File: config.mk
export PLATFORM = sky130hd
export DESIGN_NAME = ucsbece154b_bpred_v2
export DESIGN_NICKNAME = d
export VERILOG_FILES = /design/src/rtl/ucsbece154b_bpred_pkg.sv /design/src/rtl/ucsbece154b_ras.sv /design/src/rtl/ucsbece154b_bpred_v2.sv
export SDC_FILE = /design/constraint.sdc
export NUM_CORES = 2
export LEC_CHECK = 0
export CAP_MARGIN = 30
export CORE_MARGIN = 4
export CORE_UTILIZATION = 40
export DETAILED_ROUTE_END_ITERATION = 12
export GPL_ROUTABILITY_DRIVEN = 0
export GPL_TIMING_DRIVEN = 0
export HOLD_SLACK_MARGIN = 0.15
export PLACE_DENSITY_LB_ADDON = 0.3
export RECOVER_POWER = 50
export SYNTH_ARGS = -nofsm -noshare
export SYNTH_HDL_FRONTEND = slang
export SYNTH_SLANG_ARGS = --single-unit
File: constraint.sdc
create_clock -name clk -period 7.65 [get_ports clk]
set_input_delay 1.1475 -clock clk [delete_from_list [all_inputs] [get_ports clk]]
set_output_delay 1.1475 -clock clk [all_outputs]
set_load 0.01 [all_outputs]
File: src/rtl/ucsbece154b_bpred_pkg.sv
// Shared encodings and helpers for the ucsbece154b branch predictor.
package ucsbece154b_bpred_pkg;

    // Control-flow instruction class stored in the BTB
    typedef enum logic [1:0] {
        CF_BR   = 2'd0,
        CF_JMP  = 2'd1,
        CF_CALL = 2'd2,
        CF_RET  = 2'd3
    } cf_type_e;

    // Direction-prediction mode; the fourth code behaves as gshare
    typedef enum logic [1:0] {
        MODE_STATIC     = 2'd0,
        MODE_BIMODAL    = 2'd1,
        MODE_GSHARE     = 2'd2,
        MODE_GSHARE_ALT = 2'd3
    } mode_e;

    // Weakly-not-taken counter value: 2^(ctr_bits-1)-1
    function automatic int unsigned pht_reset_value(input int unsigned ctr_bits);
        return (32'd1 << (ctr_bits - 32'd1)) - 32'd1;
    endfunction

endpackage

File: src/rtl/ucsbece154b_ras.sv
// Circular return address stack. A push when full overwrites the oldest
// entry; a pop when empty is ignored.
module ucsbece154b_ras
    import ucsbece154b_bpred_pkg::*;
#(
    parameter int DEPTH = 8
) (
    input  logic        clk,
    input  logic        reset_ni,
    input  logic        push,
    input  logic        pop,
    input  logic [31:0] push_data,
    output logic [31:0] top,
    output logic        empty
);

    localparam int PW = $clog2(DEPTH);
    localparam logic [PW:0] CNT_FULL = (PW + 1)'(DEPTH);

    logic [31:0]   mem_r [DEPTH];
    logic [PW-1:0] ptr_r;      // next free slot; top sits one below
    logic [PW:0]   count_r;

    assign top   = mem_r[ptr_r - PW'(1)];
    assign empty = (count_r == {(PW + 1){1'b0}});

    // Pointer and occupancy bookkeeping
    always_ff @(posedge clk) begin
        if (!reset_ni) begin
            ptr_r   <= {PW{1'b0}};
            count_r <= {(PW + 1){1'b0}};
        end else if (push) begin
            ptr_r <= ptr_r + PW'(1);
            if (count_r != CNT_FULL) begin
                count_r <= count_r + (PW + 1)'(1);
            end
        end else if (pop && !empty) begin
            ptr_r   <= ptr_r - PW'(1);
            count_r <= count_r - (PW + 1)'(1);
        end
    end

    // Storage write; wrapping pointer makes a full push replace the oldest
    always_ff @(posedge clk) begin
        if (push) begin
            mem_r[ptr_r] <= push_data;
        end
    end

endmodule

File: src/rtl/ucsbece154b_bpred_v2.sv
// Fetch-stage branch predictor: tagged direct-mapped BTB, PHT of saturating
// counters (static / bimodal / gshare), speculative GHR with repair, and RAS.
module ucsbece154b_bpred_v2
    import ucsbece154b_bpred_pkg::*;
#(
    parameter int NUM_BTB_ENTRIES = 32,
    parameter int BTB_TAG_BITS    = 10,
    parameter int NUM_GHR_BITS    = 6,
    parameter int CTR_BITS        = 2,
    parameter int RAS_DEPTH       = 8
) (
    input  logic                    clk,
    input  logic                    reset_ni,
    input  logic [1:0]              mode_i,
    input  logic                    fetch_valid_i,
    input  logic [31:0]             pc_i,
    output logic                    pred_taken_o,
    output logic [31:0]             pred_target_o,
    output logic                    btb_hit_o,
    output logic [1:0]              pred_type_o,
    output logic [NUM_GHR_BITS-1:0] ghr_o,
    input  logic                    upd_valid_i,
    input  logic [31:0]             upd_pc_i,
    input  logic [1:0]              upd_type_i,
    input  logic                    upd_taken_i,
    input  logic [31:0]             upd_target_i,
    input  logic                    upd_mispredict_i,
    input  logic [NUM_GHR_BITS-1:0] upd_ghr_i
);

    localparam int IDX   = $clog2(NUM_BTB_ENTRIES);
    localparam int H     = NUM_GHR_BITS;
    localparam int PHT_N = 1 << H;
    localparam logic [CTR_BITS-1:0] PHT_INIT = CTR_BITS'(pht_reset_value(CTR_BITS));
    localparam logic [CTR_BITS-1:0] CTR_MAX  = {CTR_BITS{1'b1}};
    localparam logic [CTR_BITS-1:0] CTR_MIN  = {CTR_BITS{1'b0}};

    // PHT index: PC bits alone for static/bimodal, XOR with history otherwise
    function automatic logic [H-1:0] pht_index(input logic [1:0] mode,
                                               input logic [31:0] pc,
                                               input logic [H-1:0] hist);
        logic [H-1:0] base;
        base = pc[H+1:2];
        case (mode)
            MODE_STATIC, MODE_BIMODAL: return base;
            default:                   return base ^ hist;
        endcase
    endfunction

    logic                    btb_valid_r  [NUM_BTB_ENTRIES];
    logic [BTB_TAG_BITS-1:0] btb_tag_r    [NUM_BTB_ENTRIES];
    cf_type_e                btb_type_r   [NUM_BTB_ENTRIES];
    logic [31:0]             btb_target_r [NUM_BTB_ENTRIES];
    logic [CTR_BITS-1:0]     pht_r        [PHT_N];
    logic [H-1:0]            ghr_r;

    logic [IDX-1:0]          lk_idx_s;
    logic [BTB_TAG_BITS-1:0] lk_tag_s;
    logic                    lk_hit_s;
    cf_type_e                lk_type_s;
    logic [CTR_BITS-1:0]     lk_ctr_s;
    logic [IDX-1:0]          upd_idx_s;
    logic [H-1:0]            upd_pht_idx_s;
    logic [CTR_BITS-1:0]     upd_ctr_s;
    logic [CTR_BITS-1:0]     upd_ctr_next_s;
    logic                    btb_we_s;
    logic                    pht_we_s;
    logic [H-1:0]            ghr_next_s;
    logic                    ras_push_s;
    logic                    ras_pop_s;
    logic [31:0]             ras_top_s;
    logic                    ras_empty_s;
    logic                    unused_bits_s;

    assign lk_idx_s  = pc_i[IDX+1:2];
    assign lk_tag_s  = pc_i[IDX+2+BTB_TAG_BITS-1:IDX+2];
    assign upd_idx_s = upd_pc_i[IDX+1:2];
    assign ghr_o     = ghr_r;
    assign unused_bits_s = ^{pc_i, upd_pc_i};

    // Same-cycle lookup: BTB tag compare, PHT read, output selection
    always_comb begin
        lk_hit_s      = btb_valid_r[lk_idx_s] && (btb_tag_r[lk_idx_s] == lk_tag_s);
        lk_type_s     = btb_type_r[lk_idx_s];
        lk_ctr_s      = pht_r[pht_index(mode_i, pc_i, ghr_r)];
        pred_taken_o  = 1'b0;
        pred_target_o = 32'd0;
        btb_hit_o     = lk_hit_s;
        pred_type_o   = CF_BR;
        if (lk_hit_s) begin
            pred_type_o = lk_type_s;
            case (lk_type_s)
                CF_BR: begin
                    pred_taken_o  = (mode_i == MODE_STATIC) ? 1'b0 : lk_ctr_s[CTR_BITS-1];
                    pred_target_o = btb_target_r[lk_idx_s];
                end
                CF_RET: begin
                    pred_taken_o  = 1'b1;
                    pred_target_o = ras_empty_s ? btb_target_r[lk_idx_s] : ras_top_s;
                end
                default: begin
                    pred_taken_o  = 1'b1;
                    pred_target_o = btb_target_r[lk_idx_s];
                end
            endcase
        end else begin
            pred_taken_o = 1'b0;
        end
    end

    // RAS control from hit CALL/RET fetches
    always_comb begin
        ras_push_s = fetch_valid_i && lk_hit_s && (lk_type_s == CF_CALL);
        ras_pop_s  = fetch_valid_i && lk_hit_s && (lk_type_s == CF_RET);
    end

    // Resolved-update datapath: saturating counter step and write enables
    always_comb begin
        upd_pht_idx_s = pht_index(mode_i, upd_pc_i, upd_ghr_i);
        upd_ctr_s     = pht_r[upd_pht_idx_s];
        pht_we_s      = upd_valid_i && (upd_type_i == CF_BR);
        btb_we_s      = upd_valid_i && upd_taken_i;
        if (upd_taken_i) begin
            upd_ctr_next_s = (upd_ctr_s == CTR_MAX) ? upd_ctr_s : upd_ctr_s + CTR_BITS'(1);
        end else begin
            upd_ctr_next_s = (upd_ctr_s == CTR_MIN) ? upd_ctr_s : upd_ctr_s - CTR_BITS'(1);
        end
    end

    // GHR next value: mispredict repair wins over the speculative shift
    always_comb begin
        ghr_next_s = ghr_r;
        if (upd_valid_i && upd_mispredict_i) begin
            if (upd_type_i == CF_BR) begin
                ghr_next_s = {upd_ghr_i[H-2:0], upd_taken_i};
            end else begin
                ghr_next_s = upd_ghr_i;
            end
        end else if (fetch_valid_i && lk_hit_s && (lk_type_s == CF_BR)) begin
            ghr_next_s = {ghr_r[H-2:0], pred_taken_o};
        end else begin
            ghr_next_s = ghr_r;
        end
    end

    // Reset-bearing state: BTB valid bits, PHT counters, GHR
    always_ff @(posedge clk) begin
        if (!reset_ni) begin
            for (int i = 0; i < NUM_BTB_ENTRIES; i++) begin
                btb_valid_r[i] <= 1'b0;
            end
            for (int i = 0; i < PHT_N; i++) begin
                pht_r[i] <= PHT_INIT;
            end
            ghr_r <= {H{1'b0}};
        end else begin
            if (btb_we_s) begin
                btb_valid_r[upd_idx_s] <= 1'b1;
            end
            if (pht_we_s) begin
                pht_r[upd_pht_idx_s] <= upd_ctr_next_s;
            end
            ghr_r <= ghr_next_s;
        end
    end

    // BTB payload; qualified by the valid bit so needs no reset
    always_ff @(posedge clk) begin
        if (btb_we_s) begin
            btb_tag_r[upd_idx_s]    <= upd_pc_i[IDX+2+BTB_TAG_BITS-1:IDX+2];
            btb_type_r[upd_idx_s]   <= cf_type_e'(upd_type_i);
            btb_target_r[upd_idx_s] <= upd_target_i;
        end
    end

    ucsbece154b_ras #(
        .DEPTH (RAS_DEPTH)
    ) u_ras (
        .clk       (clk),
        .reset_ni  (reset_ni),
        .push      (ras_push_s),
        .pop       (ras_pop_s),
        .push_data (pc_i + 32'd4),
        .top       (ras_top_s),
        .empty     (ras_empty_s)
    );

endmodule

[Word level (Yosys, flattened, before mapping)]
Memory sizes are Yosys's and may differ from the RTL's.
Cells that the tools add are included.
Word-level totals
  register bits after elaboration: 13
  memories kept: 6
  logic and storage cells: 82
  output and inout port bits: 42
  input port bits: 112
  bits in writable memories: 1824
Memories
  btb_target_r: depth 32, width 32, rd ports 1, clocked after memory_dff 0, write ports 1, line ucsbece154b_bpred_v2.sv:53  | logic [31:0] btb_target_r [NUM_BTB_ENTRIES];
  btb_tag_r: depth 32, width 10, rd ports 1, clocked after memory_dff 0, write ports 1, line ucsbece154b_bpred_v2.sv:51  | logic [BTB_TAG_BITS-1:0] btb_tag_r [NUM_BTB_ENTRIES];
  u_ras.mem_r: depth 8, width 32, rd ports 1, clocked after memory_dff 0, write ports 1, line ucsbece154b_ras.sv:20  | logic [31:0] mem_r [DEPTH];
  pht_r: depth 64, width 2, rd ports 2, clocked after memory_dff 0, write ports 64, line ucsbece154b_bpred_v2.sv:54  | logic [CTR_BITS-1:0] pht_r [PHT_N];
  btb_type_r: depth 32, width 2, rd ports 1, clocked after memory_dff 0, write ports 1, line ucsbece154b_bpred_v2.sv:52  | cf_type_e btb_type_r [NUM_BTB_ENTRIES];
  btb_valid_r: depth 32, width 1, rd ports 1, clocked after memory_dff 0, write ports 32, line ucsbece154b_bpred_v2.sv:50  | logic btb_valid_r [NUM_BTB_ENTRIES];
Operators by class
  equal/unequal tests: 7
  multiplexer cells: 36
  bitwise operators: 2
  reductions and logical operators: 21
  add/sub/neg operators: 7
Operators with widths (count)
  two-way mux 32 bit: 3
  two-way mux 6 bit: 6
  adder 32 x 3 -> 32 bit, second input constant: 1
  two-way mux 1 bit: 16
  two-way mux 4 bit: 3
  bitwise XOR 6 bit: 2
  == test 10 bit: 1
  two-way mux 2 bit: 5
  logical AND 1 bit: 9
  zero test 2 bit: 4
  == test 2 bit, second input constant: 3
  two-way mux 3 bit: 2
  two-way mux 5 bit: 1
  adder 4 x 1 -> 4 bit, second input constant: 1
  zero test 4 bit: 1
  != test 4 bit, second input constant: 1
  nonzero test 2 bit: 2
  OR reduction 2 bit: 2
  subtractor 4 x 1 -> 4 bit, second input constant: 1
  adder 3 x 1 -> 3 bit, second input constant: 1
  subtractor 3 x 1 -> 3 bit, second input constant: 1
  adder 2 x 1 -> 2 bit, second input constant: 1
  == test 2 x 1 -> 1 bit, second input constant: 1
  != test 2 x 1 -> 1 bit, second input constant: 1
  4 further kinds: 4

[Depth between registers and ports, before layout]
An unclocked memory read counts as a cell.
  depth after elaboration: 9
  gate-level depth with buffers: 20
  depth with buffers taken out: 15

[Hierarchy]
Synthesis repeated with hierarchy kept, for this count alone.
Unflattened totals
  cells, all modules: 3652
  area total of the unflattened synthesis: 73640.6 µm²
Modules (own cells, without submodules)
  ucsbece154b_bpred_v2: times used 1, area each 63231.9 µm², seq. area each 46885.0 µm², cells an instance 3210
  ucsbece154b_ras: times used 1, area each 10408.7 µm², seq. area each 7827.5 µm², cells an instance 442

[Worst setup path after synthesis]
Ideal clock, no wire load.
  kind: input port to flip-flop
  start point: input pc_i[2]
  end point: memory u_ras.mem_r[0][0], enable pin
  stages on the path: 13
  data arrival time: 6.004 ns
  required time: 7.189 ns
  path buffers: 4
  library setup time: 0.461 ns
  slack: 1.185 ns
  path through: buf_4 > buf_4 > inv_1 > clkbuf_1 > mux2_2 > a221oi_1 > nor3_1 > nor4_1 > o211a_1 > and4_1 > clkbuf_1 > nand3_1 > nor3_1
Between the ends
  word-level cells in the longest chain between the ends: 7
  elaborated cells on any way between the ends: 10
Ends and longest elaborated chain
  start: declaration: line ucsbece154b_bpred_v2.sv:16  | input logic [31:0] pc_i,
  memory read (32 x 10 bit)
  == test 10 bit: line ucsbece154b_bpred_v2.sv:83  | lk_hit_s = btb_valid_r[lk_idx_s] && (btb_tag_r[lk_idx_s] == lk_tag_s);
  logical AND 1 bit: line ucsbece154b_bpred_v2.sv:83
  logical AND 1 bit: line ucsbece154b_bpred_v2.sv:113  | ras_push_s = fetch_valid_i && lk_hit_s && (lk_type_s == CF_CALL);
  logical AND 1 bit *: line ucsbece154b_bpred_v2.sv:113
  two-way mux 1 bit *: line ucsbece154b_ras.sv:45  | if (push) begin
  two-way mux 1 bit (not written as such) *: line ucsbece154b_ras.sv:46  | mem_r[ptr_r] <= push_data;
  end: declaration: line ucsbece154b_ras.sv:20
Mark *: on every way between the ends. The rest lies on a longest branch, timed or not.

[Worst setup path after layout]
  start point: input pc_i[3]
  end point: output pred_target_o[27]
Between the ends
  word-level cells in the longest chain between the ends: 4
  elaborated cells on any way between the ends: 10
Ends and longest elaborated chain
  memory read (32 x 10 bit), or another cell as far along
  == test 10 bit, or another cell as far along: line ucsbece154b_bpred_v2.sv:83
  logical AND 1 bit or two-way mux 32 bit (tied branches)
  two-way mux 32 bit *: line ucsbece154b_bpred_v2.sv:90  | if (lk_hit_s) begin
  end: declaration: line ucsbece154b_bpred_v2.sv:18  | output logic [31:0] pred_target_o,
Marks and branches as above.

==> results.rst <==
.. list-table::
   :header-rows: 1

   * - Metric
     - Value
   * - Share of synthesized cell area in full adder, half adder and majority cells
     - 0.142%
   * - Reg2reg path depth
     - 13
   * - Sum of internal, switching and leakage power
     - 21.2 mW
   * - Skew final
     - 58.0 ps
   * - Number of global-route vias before repair
     - 40100
   * - Final hold violations
     - 0
   * - Total count of max-transition violations in the final report
     - 423
   * - Fmax
     - 131 MHz
   * - Buffer depth of the longest clock path
     - 3
   * - Kind of launch point of the worst setup path
     - input pin
   * - Wire length of the first global-routing pass
     - 299 mm
   * - Number of clock sinks
     - 1837
   * - Largest cells by area after synthesis
     - sky130_fd_sc_hd__edfxtp_1 (73%), sky130_fd_sc_hd__mux4_2 (14%), sky130_fd_sc_hd__mux2i_1 (1.7%)
   * - Avg Synthesized Cell Area
     - 19.6 µm²
   * - Maximum net fanout on the critical path
     - 10
   * - Post-synthesis cell area
     - 73800 µm²
   * - Share of cells above drive strength 1
     - 23.6%
   * - Type of the tightest min-delay check
     - register to register
   * - LEAKAGE
     - 26.8 nW
   * - Dpl cell area
     - 80700 µm²
   * - M3 GR Usage
     - 3.86%
   * - Reg-to-reg critical path endpoint
     - u_ras.mem_r[2][25]
   * - Register-to-register setup slack
     - 2750 ps
   * - Met1 Track Usage GR
     - 29.8%
   * - Number of nets in the final layout
     - 4333
   * - Data arrival, critical path
     - 6470 ps
   * - Worst path required time
     - 6500 ps
   * - Main combinational cell family by area after synthesis
     - multiplexers
   * - Wire per inst
     - 30.9 µm
   * - Gr usage total
     - 21.8%
   * - Final critical-path share of the clock period
     - 99.6%
   * - Area grow syn2layout
     - 16.9%
   * - Clock-pin slew reported for the worst setup and hold paths after clock tree synthesis
     - 60 ps
   * - Xor-xnor portion of the synthesized cell area
     - 0.639%
   * - Average via count per standard cell
     - 5.92
   * - Multiplexer area fraction after synthesis
     - 15.9%
   * - Synthesized instance count
     - 3758
   * - RSZ-0062 raised after global routing
     - no
   * - Hold Path Depth
     - 2
   * - Post-synth net total
     - 3876
   * - Portion of the post-synthesis area used by sequential elements
     - 74.1%
   * - Busiest metal layer after global routing
     - met2
   * - Starting density of the core
     - 40.3%
   * - Hold Path Origin
     - btb_valid_r[18]
   * - HPWL after detailed placement
     - 143 mm
   * - Max-slew headroom at the worst pin
     - -53.3%
   * - Setup violators final
     - 0
   * - Drt drc
     - 0
   * - Final critical delay including setup and external delays
     - 7620 ps
   * - Aggregate routed wire length
     - 211 mm
   * - Global Route met2 Usage
     - 35.6%
   * - YS warnings
     - 0
   * - Later-pin clock latency in the skew report
     - 830 ps
   * - Post-synth ARST share
     - 0%
   * - Worst reg2reg startpoint
     - btb_tag_r[21][3]
   * - Total CTS buffers
     - 182
   * - Initial antenna violation count
     - 21
   * - Pin count of the biggest net entering global routing
     - 33
   * - CTS H-tree depth
     - 4
   * - Count of max-cap constraint violations
     - 23
   * - Complex-gate fraction of the synthesized area
     - 3.27%
   * - Total number of vias
     - 40400
   * - Count of unique library cells instantiated by Yosys
     - 78
   * - Overall die height
     - 438 µm
   * - Violation count after the first detailed-route iteration
     - 5695
   * - Number of search-and-repair iterations in the first detailed-routing pass
     - 9
   * - Hold path endpoint
     - btb_valid_r[18]
   * - Area share of the leading cell type in the synthesized netlist
     - 72.9%
   * - Violations in the final reports
     - max-capacitance violations, max-slew violations
   * - Library cell with the largest summed area after synthesis
     - sky130_fd_sc_hd__edfxtp_1
   * - Start-to-end type of the worst setup path
     - input pin to output port
   * - Clk root buf
     - sky130_fd_sc_hd__clkbuf_16
   * - IO Pins
     - 154
   * - Post-synth EDFFs
     - 1792
   * - Power density over cell area
     - 246 nW/µm²
   * - Measured slew at the worst slew-check pin
     - 2290 ps
   * - Number of buffer cells added on primary ports
     - 126
   * - Width of the die
     - 438 µm
   * - Most instantiated flip-flop cell in the synthesis netlist
     - sky130_fd_sc_hd__edfxtp_1
   * - Post-route ant nets
     - 0
   * - Result of the run
     - finished, violations left
   * - Final design area excluding fillers
     - 86200 µm²
   * - Type of destination of the critical path
     - output port
   * - Number of synthesized register bits
     - 1837
   * - Row Count
     - 157
   * - Total die area
     - 191000 µm²
   * - Core Region
     - 183000 µm²
   * - VDD IR max
     - 0.208 mV
   * - Simple-Gate Fraction of Synth Area
     - 4.41%
   * - Global route total overflow
     - 0
   * - TritonCTS clock tree
     - done
## cells in the mapped netlist, types with 10 or more instances
master                     count
sky130_fd_sc_hd__dfxtp_1      45
sky130_fd_sc_hd__mux4_2      461
sky130_fd_sc_hd__nor3_2       27
sky130_fd_sc_hd__nand2_1     196
sky130_fd_sc_hd__a32oi_1      14
sky130_fd_sc_hd__a21oi_1      36
sky130_fd_sc_hd__edfxtp_1   1792
sky130_fd_sc_hd__clkbuf_1    134
sky130_fd_sc_hd__xnor2_1      34
sky130_fd_sc_hd__a31oi_1      10
sky130_fd_sc_hd__a211oi_1     74
sky130_fd_sc_hd__xor2_1       18
sky130_fd_sc_hd__nand3_1     104
sky130_fd_sc_hd__and3_1       15
sky130_fd_sc_hd__nor3_1       20
sky130_fd_sc_hd__inv_1        15
sky130_fd_sc_hd__o221ai_1     16
sky130_fd_sc_hd__nand2b_1     10
sky130_fd_sc_hd__buf_2        66
sky130_fd_sc_hd__nand4_1      22
sky130_fd_sc_hd__o22ai_1      23
sky130_fd_sc_hd__buf_1        30
sky130_fd_sc_hd__o21ai_0      52
sky130_fd_sc_hd__a221oi_1     18
sky130_fd_sc_hd__mux2i_1     125
sky130_fd_sc_hd__a22oi_1      19
sky130_fd_sc_hd__nor2b_1      43
sky130_fd_sc_hd__nor2_1      188
## cell usage in the layout, fill, tap and decap left out, types with 15 or more instances in the layout
master	count
sky130_fd_sc_hd__mux4_2	461
sky130_fd_sc_hd__dlygate4sd3_1	52
sky130_fd_sc_hd__buf_8	32
sky130_fd_sc_hd__edfxtp_1	1792
sky130_fd_sc_hd__a211oi_2	20
sky130_fd_sc_hd__o22ai_1	23
sky130_fd_sc_hd__nor3_1	17
sky130_fd_sc_hd__clkdlybuf4s50_1	74
sky130_fd_sc_hd__a211oi_1	54
sky130_fd_sc_hd__a221oi_1	18
sky130_fd_sc_hd__nand4_1	22
sky130_fd_sc_hd__clkinv_2	28
sky130_fd_sc_hd__buf_12	47
sky130_fd_sc_hd__nor3_2	29
sky130_fd_sc_hd__inv_1	15
sky130_fd_sc_hd__xnor2_1	34
sky130_fd_sc_hd__nand3_1	102
sky130_fd_sc_hd__nand2_1	196
sky130_fd_sc_hd__and3_1	15
sky130_fd_sc_hd__nor2_4	16
sky130_fd_sc_hd__clkbuf_16	183
sky130_fd_sc_hd__buf_4	34
sky130_fd_sc_hd__buf_1	21
sky130_fd_sc_hd__mux2i_1	125
sky130_fd_sc_hd__clkbuf_1	194
sky130_fd_sc_hd__buf_2	50
sky130_fd_sc_hd__nor2_1	170
sky130_fd_sc_hd__clkinv_1	32
sky130_fd_sc_hd__o221ai_1	16
sky130_fd_sc_hd__xor2_1	18
sky130_fd_sc_hd__o21ai_0	52
sky130_fd_sc_hd__clkbuf_2	25
sky130_fd_sc_hd__nor2b_1	43
sky130_fd_sc_hd__dfxtp_1	45
sky130_fd_sc_hd__a21oi_1	35
sky130_fd_sc_hd__a22oi_1	18
## kinds of logic after synthesis
| family | Yosys count |
|---|---|
| AO/OA/AOI/OAI | 333 |
| XOR/XNOR | 53 |
| adder cells (fa/ha/maj) | 8 |
| buffers and inverters | 259 |
| flip-flops | 1837 |
| multiplexers | 594 |
| AND/OR/NAND/NOR | 674 |
## worst max-delay path, cell delays in order
cell and delay (ps):
sky130_fd_sc_hd__clkdlybuf4s50_1 540, sky130_fd_sc_hd__buf_2 250, sky130_fd_sc_hd__buf_4 300, sky130_fd_sc_hd__buf_2 360
sky130_fd_sc_hd__and2_1 250, sky130_fd_sc_hd__clkbuf_2 420, sky130_fd_sc_hd__a221oi_1 230, sky130_fd_sc_hd__o221ai_1 700
sky130_fd_sc_hd__xor2_1 230, sky130_fd_sc_hd__and4_1 310, sky130_fd_sc_hd__nand3_4 240, sky130_fd_sc_hd__clkbuf_4 350
sky130_fd_sc_hd__a211oi_1 430, sky130_fd_sc_hd__clkdlybuf4s50_1 660
## worst max-delay path by stage
stage / start / end / slack [ps]
global placement: pc_i[3] / u_ras.mem_r[0][23] / -3290
detailed placement: pc_i[2] / pred_target_o[15] / -1990
floorplan: pc_i[2] / u_ras.mem_r[0][0] / 1180
CTS: pc_i[2] / pred_target_o[13] / 1
finish: pc_i[3] / pred_target_o[27] / 30
global route: pc_i[3] / pred_target_o[27] / 1
## where the power goes
group | internal (mW) | leakage, nW | switching [mW]
logic | 0.480 | 7.58 | 0.878
registers | 11.1 | 16.4 | 0.0237
clock network | 4.90 | 2.82 | 3.84
## layout make-up
class / count / area (µm²)
Clock buffer: 226 / 4770
Multi-Input combinational cell: 1662 / 18300
Clock inverter: 94 / 1010
Inverter: 17 / 63.8
Buffer: 242 / 1190
Timing Repair Buffer: 273 / 3130
Tap cell: 2464 / 3080
Antenna cell: 10 / 25.0
Fill cell: 15200 / 97000
Sequential cell: 1837 / 54700
## per-stage QoR
step / setup WS [ps] / cells / hold slack [ps] / util [%] / setup TNS, ps
CTS: 1.47 / 6794 / 468 / 47.3 / 0
global route: 1.14 / 6822 / 487 / 47.1 / 0
floorplan: 1180 / 3758 / 435 / - / 0
global placement: -3290 / 6348 / 445 / 42.6 / -824340
finish: 34.3 / 6825 / 466 / 47.1 / 0
detailed placement: -1990 / 6474 / 454 / 44.0 / -50790
## sequential cells by signal (all words and copies together), names as in the netlist
name,flops
u_ras.mem_r,256
pht_r,128
u_ras.count_r,4
btb_tag_r,320
btb_type_r,64
btb_target_r,1024
u_ras.ptr_r,3
btb_valid_r,32
ghr_o,6
## what timing repair did
| item | CTS | global route |
|---|---|---|
| setup buffers | 0 | 1 |
| resized for setup | 85 | 17 |
| endpoints found under the setup margin | 36 | 17 |
| pin swaps | 0 | 1 |
| hold buffers | 0 | 0 |
## routing by layer
layer  share of wire, %  wire, µm
met4                3.2      6720
met1                 39     83100
met2                 49    103000
met3                8.4     17800
met5              0.010        21
Power figures use the tool's default switching activity.
